[config.mk]
export PLATFORM = sky130hd
export DESIGN_NAME = snn_input_loader
export DESIGN_NICKNAME = d
export VERILOG_FILES = /design/src/rtl/snn_input_loader.sv
export SDC_FILE = /design/constraint.sdc
export NUM_CORES = 1
export LEC_CHECK = 0
export ABC_AREA = 1
export BUFFER_PORTS_ARGS = -buffer_cell sky130_fd_sc_hd__buf_2
export CAP_MARGIN = 20
export CORE_ASPECT_RATIO = 1.25
export CORE_MARGIN = 2
export CORE_UTILIZATION = 45
export DETAILED_ROUTE_END_ITERATION = 7
export PLACE_DENSITY_LB_ADDON = 0.1
export SLEW_MARGIN = 40
export SYNTH_ARGS = -nofsm -noshare
export SYNTH_HDL_FRONTEND = slang
export SYNTH_SLANG_ARGS = --single-unit
[constraint.sdc]
create_clock -name clk -period 4.3 [get_ports clk]
set_input_delay 0.43 -clock clk [delete_from_list [all_inputs] [get_ports clk]]
set_output_delay 0.43 -clock clk [all_outputs]
set_load 0.1 [all_outputs]
[src/rtl/snn_input_loader.sv]
// -----------------------------------------------------------------------------
// snn_input_loader
//
// Takes bytes from the UART receiver and unpacks each one, LSB first, into a
// 1-bit-wide input-image memory for the SNN core. A frame is NUM_BYTES bytes.
// Each bit goes to bit address byte_index*8 + bit_index. When the last bit has
// been written, frame_done pulses and the loader waits in HOLD until the core
// returns frame_ack. While it waits, the buffer is left untouched.
//
// A single byte that arrives while another byte is still being unpacked is
// parked in a one-deep hold buffer. A second early byte is an overrun and
// aborts the frame. If the gap between bytes inside a frame exceeds
// TIMEOUT_CYC clocks, the frame is also aborted.
//
// Optional feature (compile-time macro SNN_LOADER_CHECKSUM_EN):
//   When defined, one extra trailing checksum byte follows the data bytes.
//   The frame is accepted only if the 8-bit sum of all data bytes plus that
//   checksum byte is 8'h00. The checksum byte is not written to memory.
//   When undefined, the loader has no CHECK state and no accumulator.
//
// Parameters
//   NUM_BYTES    data bytes per frame (NUM_BYTES*8 <= 2**ADDR_W)
//   ADDR_W       width of wr_addr
//   TIMEOUT_CYC  maximum clk cycles between bytes inside a frame
//
// Ports
//   clk          in   system clock
//   rst_n        in   asynchronous, active-low reset
//   rx_rdy       in   one-cycle pulse: rx_data holds a received byte
//   rx_data      in   [7:0] received byte
//   frame_ack    in   SNN core has consumed the buffer (used only in HOLD)
//   wr_en        out  input-memory write strobe (high only while unpacking)
//   wr_addr      out  [ADDR_W-1:0] input-memory bit address
//   wr_data      out  pixel bit to write
//   busy         out  high in every state except IDLE
//   frame_done   out  one-cycle pulse on the first cycle of HOLD
//   frame_err    out  one-cycle pulse on the cycle after an abort (now IDLE)
// -----------------------------------------------------------------------------
module snn_input_loader #(
  parameter int NUM_BYTES   = 98,
  parameter int ADDR_W      = 10,
  parameter int TIMEOUT_CYC = 500000
) (
  input  logic              clk,
  input  logic              rst_n,
  input  logic              rx_rdy,
  input  logic [7:0]        rx_data,
  input  logic              frame_ack,
  output logic              wr_en,
  output logic [ADDR_W-1:0] wr_addr,
  output logic              wr_data,
  output logic              busy,
  output logic              frame_done,
  output logic              frame_err
);

  localparam int BC_W = (NUM_BYTES > 1) ? $clog2(NUM_BYTES) : 1;
  localparam int TO_W = (TIMEOUT_CYC > 1) ? $clog2(TIMEOUT_CYC) : 1;
  localparam logic [BC_W-1:0] LAST_BYTE = BC_W'(NUM_BYTES - 1);
  localparam logic [TO_W-1:0] TO_LAST   = TO_W'(TIMEOUT_CYC - 1);

`ifdef SNN_LOADER_CHECKSUM_EN
  typedef enum logic [2:0] {IDLE, UNPACK, COLLECT, CHECK, HOLD} state_t;
`else
  typedef enum logic [2:0] {IDLE, UNPACK, COLLECT, HOLD} state_t;
`endif

  state_t            state, state_nx;
  logic [7:0]        shift_q, shift_nx;
  logic [7:0]        hold_buf, hold_buf_nx;
  logic              hold_full, hold_full_nx;
  logic [BC_W-1:0]   byte_cnt, byte_cnt_nx;
  logic [2:0]        bit_cnt, bit_cnt_nx;
  logic [TO_W-1:0]   to_cnt, to_cnt_nx;
  logic              done_nx, err_nx;
  logic              unpack;
  logic [BC_W+2:0]   addr_full;

`ifdef SNN_LOADER_CHECKSUM_EN
  logic [7:0]        sum_q, sum_nx;

  // Running modulo-256 sum of the data bytes.
  function automatic logic [7:0] sum_add(input logic [7:0] acc, input logic [7:0] b);
    return acc + b;
  endfunction

  // A frame is good when the data sum plus the checksum byte wraps to zero.
  function automatic logic chk_ok(input logic [7:0] acc, input logic [7:0] chk);
    logic [7:0] t;
    t = acc + chk;
    return (t == 8'h00);
  endfunction
`endif

  // ---------------------------------------------------------------------------
  // Next-state / datapath decode
  // ---------------------------------------------------------------------------
  always_comb begin
    state_nx     = state;
    shift_nx     = shift_q;
    hold_buf_nx  = hold_buf;
    hold_full_nx = hold_full;
    byte_cnt_nx  = byte_cnt;
    bit_cnt_nx   = bit_cnt;
    to_cnt_nx    = to_cnt;
    done_nx      = 1'b0;
    err_nx       = 1'b0;
`ifdef SNN_LOADER_CHECKSUM_EN
    sum_nx       = sum_q;
`endif

    unique case (state)
      IDLE: begin
        bit_cnt_nx   = 3'd0;
        hold_full_nx = 1'b0;
        if (rx_rdy) begin
          shift_nx    = rx_data;
          byte_cnt_nx = '0;
          state_nx    = UNPACK;
`ifdef SNN_LOADER_CHECKSUM_EN
          sum_nx      = rx_data;
`endif
        end
      end

      UNPACK: begin
        shift_nx   = {1'b0, shift_q[7:1]};
        bit_cnt_nx = bit_cnt + 3'd1;
        if (rx_rdy && hold_full) begin
          // A second byte is pending while one is already parked: overrun.
          // This is checked first, so it also wins on the bit-7 cycle.
          err_nx       = 1'b1;
          hold_full_nx = 1'b0;
          state_nx     = IDLE;
        end else begin
          if (rx_rdy) begin
            hold_buf_nx  = rx_data;
            hold_full_nx = 1'b1;
          end
          if (bit_cnt == 3'd7) begin
            if (byte_cnt == LAST_BYTE) begin
`ifdef SNN_LOADER_CHECKSUM_EN
              // A checksum byte that arrived early stays parked for CHECK.
              to_cnt_nx = '0;
              state_nx  = CHECK;
`else
              hold_full_nx = 1'b0;
              done_nx      = 1'b1;
              state_nx     = HOLD;
`endif
            end else begin
              byte_cnt_nx = byte_cnt + 1'b1;
              if (hold_full) begin
                shift_nx     = hold_buf;
                hold_full_nx = 1'b0;
`ifdef SNN_LOADER_CHECKSUM_EN
                sum_nx       = sum_add(sum_q, hold_buf);
`endif
              end else if (rx_rdy) begin
                // A byte that lands on the last bit cycle goes straight into
                // the shifter. This avoids a trip through COLLECT.
                shift_nx     = rx_data;
                hold_full_nx = 1'b0;
`ifdef SNN_LOADER_CHECKSUM_EN
                sum_nx       = sum_add(sum_q, rx_data);
`endif
              end else begin
                to_cnt_nx = '0;
                state_nx  = COLLECT;
              end
            end
          end
        end
      end

      COLLECT: begin
        to_cnt_nx = to_cnt + 1'b1;
        if (rx_rdy) begin
          // If a byte and the timeout land on the same cycle, the byte wins.
          shift_nx = rx_data;
          state_nx = UNPACK;
`ifdef SNN_LOADER_CHECKSUM_EN
          sum_nx   = sum_add(sum_q, rx_data);
`endif
        end else if (to_cnt == TO_LAST) begin
          err_nx   = 1'b1;
          state_nx = IDLE;
        end
      end

`ifdef SNN_LOADER_CHECKSUM_EN
      CHECK: begin
        to_cnt_nx = to_cnt + 1'b1;
        if (hold_full || rx_rdy) begin
          hold_full_nx = 1'b0;
          if (chk_ok(sum_q, hold_full ? hold_buf : rx_data)) begin
            done_nx  = 1'b1;
            state_nx = HOLD;
          end else begin
            err_nx   = 1'b1;
            state_nx = IDLE;
          end
        end else if (to_cnt == TO_LAST) begin
          err_nx   = 1'b1;
          state_nx = IDLE;
        end
      end
`endif

      HOLD: begin
        // Bytes received while the core owns the buffer are discarded.
        hold_full_nx = 1'b0;
        if (frame_ack) begin
          state_nx = IDLE;
        end
      end

      default: begin
        state_nx = IDLE;
      end
    endcase
  end

  // ---------------------------------------------------------------------------
  // Control registers
  // ---------------------------------------------------------------------------
  always_ff @(posedge clk or negedge rst_n) begin
    if (!rst_n) begin
      state      <= IDLE;
      hold_full  <= 1'b0;
      byte_cnt   <= '0;
      bit_cnt    <= 3'd0;
      to_cnt     <= '0;
      frame_done <= 1'b0;
      frame_err  <= 1'b0;
    end else begin
      state      <= state_nx;
      hold_full  <= hold_full_nx;
      byte_cnt   <= byte_cnt_nx;
      bit_cnt    <= bit_cnt_nx;
      to_cnt     <= to_cnt_nx;
      frame_done <= done_nx;
      frame_err  <= err_nx;
    end
  end

  // ---------------------------------------------------------------------------
  // Data registers (their contents matter only while flagged valid)
  // ---------------------------------------------------------------------------
  always_ff @(posedge clk) begin
    shift_q  <= shift_nx;
    hold_buf <= hold_buf_nx;
`ifdef SNN_LOADER_CHECKSUM_EN
    sum_q    <= sum_nx;
`endif
  end

  // ---------------------------------------------------------------------------
  // Outputs: the write port is gated by UNPACK, so the reset state drives zeros
  // ---------------------------------------------------------------------------
  assign unpack    = (state == UNPACK);
  assign addr_full = {byte_cnt, bit_cnt};
  assign wr_en     = unpack;
  assign wr_data   = unpack & shift_q[0];
  assign wr_addr   = unpack ? ADDR_W'(addr_full) : '0;
  assign busy      = (state != IDLE);

endmodule

==> summary.txt <==
Overflow after GRT = 0
Worst EP arrival = 2.42 ns
Die X = 76.78 um
FF/Latch Area = 1331 um^2
area delta synth->final = 9.198%
status = completed
largest cells by area after synthesis = dfrtp_1 29%, nand2_1 17%, edfxtp_1 16%
Vias/cell = 4.998
Final HPWL DP = 4473 um
Initial Utilization = 45.96%
gr usage total = 18.48%
DP Worst Slack = 1.621 ns
total power draw = 1.779 mW
H-tree depth = 2
clock skew = 0.009941 ns
CORE AREA = 6482 um^2
CTS buffer count = 5
crit path max-delay cell type = nor2_1
Worst Tran Pin Value = 0.7212 ns
placed insts = 496
GPL Wtd Cong = 0.8493
post-cts gate resize count = 0
initial antenna violation count = 0
average wire per standard cell = 12.11 um
Nets = 437
Std-Cell Rows = 33
Final Cycle Share = 57.43%
final setup TNS = 0 ns
Clock transition at path regs = 0.10 ns
hold buffer count at CTS = 0
Pleak = 1.539 nW
Crit Path Max Fanout = 20
Setup WS post-layout = 1.831 ns
sequential share of the synthesized area = 44.69%
top cell type's share of synthesized area = 28.56%
#FFs+latches synth = 50
Post-Synth Simple-Gate Area = 34.48%
Hold Path Class = in2async
Cell Chain, Critical Path = inv_1 -> ha_2 -> nor2_1 -> nor2_1 -> a21oi_1
setup violators final = 0
Die Ht = 94.97 um
mux cell area share after synthesis = 0.3360%
Multi-input gate area = 1431 um^2
RSZ-0062 raised after global routing = no
CTS tree = built
CTS Sinks = 50
syn_nets = 413
number of global-route vias before repair = 2,360
worst setup path class = reg2reg
final non-filler cell total = 504
CP Buf/Inv Count = 1
Mapped Area = 2979 um^2
DR vias = 2,519
delay-heaviest family, CP = simple AND/OR/NAND/NOR gates
min cycle time layout = 2.469 ns
Synth Area in Adders = 3.780%
Post-DRT Antenna Nets = 0
Ports = 27
CP max stage delay = 0.60 ns
area fraction in compound gates after synthesis = 7.812%
Fin. Hold Viols = 0
CP dominant cell by count = nor2_1
die footprint = 7291 um^2
layout cells sized above 1 = 12.71%
Root Driver = clkbuf_8
Worst setup SP type = flop
# diodes = 0
CP endpoint kind = flop
Syn Inst Count = 392
Pre-Repair DR Iteration Count = 4
syn avg cell area = 7.600 um^2
Post-CTS Setup Bufs = 0
post-layout util = 50.18%
Slew Limit Fails = 0
xor/xnor share of the synthesized area = 1.470%
largest family of logic cells by synthesized area = simple AND/OR/NAND/NOR gates
Slew HR = 51.92%
Max Buffers Root-to-Sink = 2
maximum vdd ir drop = 0.0003668 V
Max Cap Viol = 0
clock latency on the worst-skew pair = 0.30 ns
Synth area leader = dfrtp_1
DRC viols = 0
yosys warns = 0
fillers = 661
Cell variety after synth = 36
Max Freq = 405.0 MHz
I/O Buffers = 26
1st-iter DRT viols = 130
largest net degree at the start of global routing = 35
first-pass GRT wire length = 10,800 um
worst path required time = 4.25 ns
total wire length = 6103 um
Pwr per Cell Area = 546.7 nW/um^2
==> path summary, 6_finish.rpt <==
kind,start,to,slack (ns),cells after the start
setup / recovery,state[0],shift_q[0],1.83,5
hold / removal,rst_n,byte_cnt[2],0.06,1
hold reg to reg,bit_cnt[0],bit_cnt[0],0.50,1
setup reg to reg,state[0],shift_q[0],1.83,5
max in group asynchronous,rst_n,to_cnt[9],3.90,1
min in group clk,rx_data[1],hold_buf[1],0.31,1
==> worst register-to-register path, stage by stage (launching register included) <==
cell and delay, ns:
dfrtp_1 0.42, inv_1 0.09, ha_2 0.34, nor2_1 0.60, nor2_1 0.08, a21oi_1 0.59
==> cells by family after synthesis <==
| group | after synthesis |
|---|---|
| AOI/OAI and AO/OA | 39 |
| xor gates and xnor gates | 5 |
| adders and majority gates | 9 |
| buffers and inverters | 50 |
| DFF | 50 |
| muxes | 1 |
| and+or+nand+nor | 238 |
==> sequential cells by signal (all words and copies together), names as in the netlist <==
signal and count:
hold_buf 8, frame_err 1, bit_cnt 3, shift_q 8
to_cnt 19, frame_done 1, hold_full 1, byte_cnt 7
state 2
==> layout by cell type (no fill, tap or decap), types with 3 or more instances in the layout <==
cell type	synthesis	final
o31ai_1	3	3
a21oi_1	7	7
nand2_2	4	4
buf_2	2	25
nor2_1	42	42
nand2_1	137	137
nand3_1	27	27
clkbuf_8	1	5
inv_1	38	38
edfxtp_1	16	16
xor2_1	5	5
o21ai_1	6	6
nand4_1	17	17
dfrtp_1	34	34
o21ai_0	12	12
o21bai_1	4	4
ha_1	9	7
==> where the power goes <==
group / switching [mW] / internal, mW / total, mW
logic: 0.638 / 0.190 / 0.828
registers: 0.0538 / 0.616 / 0.670
clock network: 0.164 / 0.117 / 0.281
==> stage by stage <==
stage / hold WS [ns] / cell area, um^2
CTS: 0.2270 / 3246
global placement: 0.4941 / 3153
detailed placement: 0.4938 / 3153
finish: 0.06359 / 3253
floorplan: 0.1344 / 2979
global route: 0.08477 / 3253
==> layer usage <==
layer | global-route usage (%) | vias to the layer above | share of wire [%]
li1 | - | 1319 | -
met1 | 23.00 | 1150 | 45
met2 | 33.04 | 41 | 50
met3 | 2.772 | 9 | 3.0
met4 | 5.909 | 0 | 1.6
met5 | 0 | - | 0
==> final cells by class <==
class	count	area share, %
multi-input cells	292	44.00
clock buffers	5	2.115
inverters	41	4.808
repair buffers	26	4.077
clock inverters	3	0.7308
flip-flops and latches	50	40.92
well taps	87	3.346
==> Yosys cell counts, drive strengths merged <==
| master | count |
|---|---|
| mux2i | 1 |
| xor2 | 5 |
| or2 | 2 |
| nor2 | 45 |
| nand3 | 29 |
| nand4 | 17 |
| a21oi | 7 |
| and2 | 1 |
| a31o | 1 |
| o21bai | 4 |
| a21boi | 1 |
| inv | 41 |
| ha | 9 |
| a22o | 2 |
| edfxtp | 16 |
| o31ai | 3 |
| dfrtp | 34 |
| buf | 6 |
| nand2 | 142 |
| nor3 | 2 |
| o22ai | 2 |
| clkbuf | 3 |
| o21ai | 19 |
No activity file was read; power rests on OpenSTA's default activity.
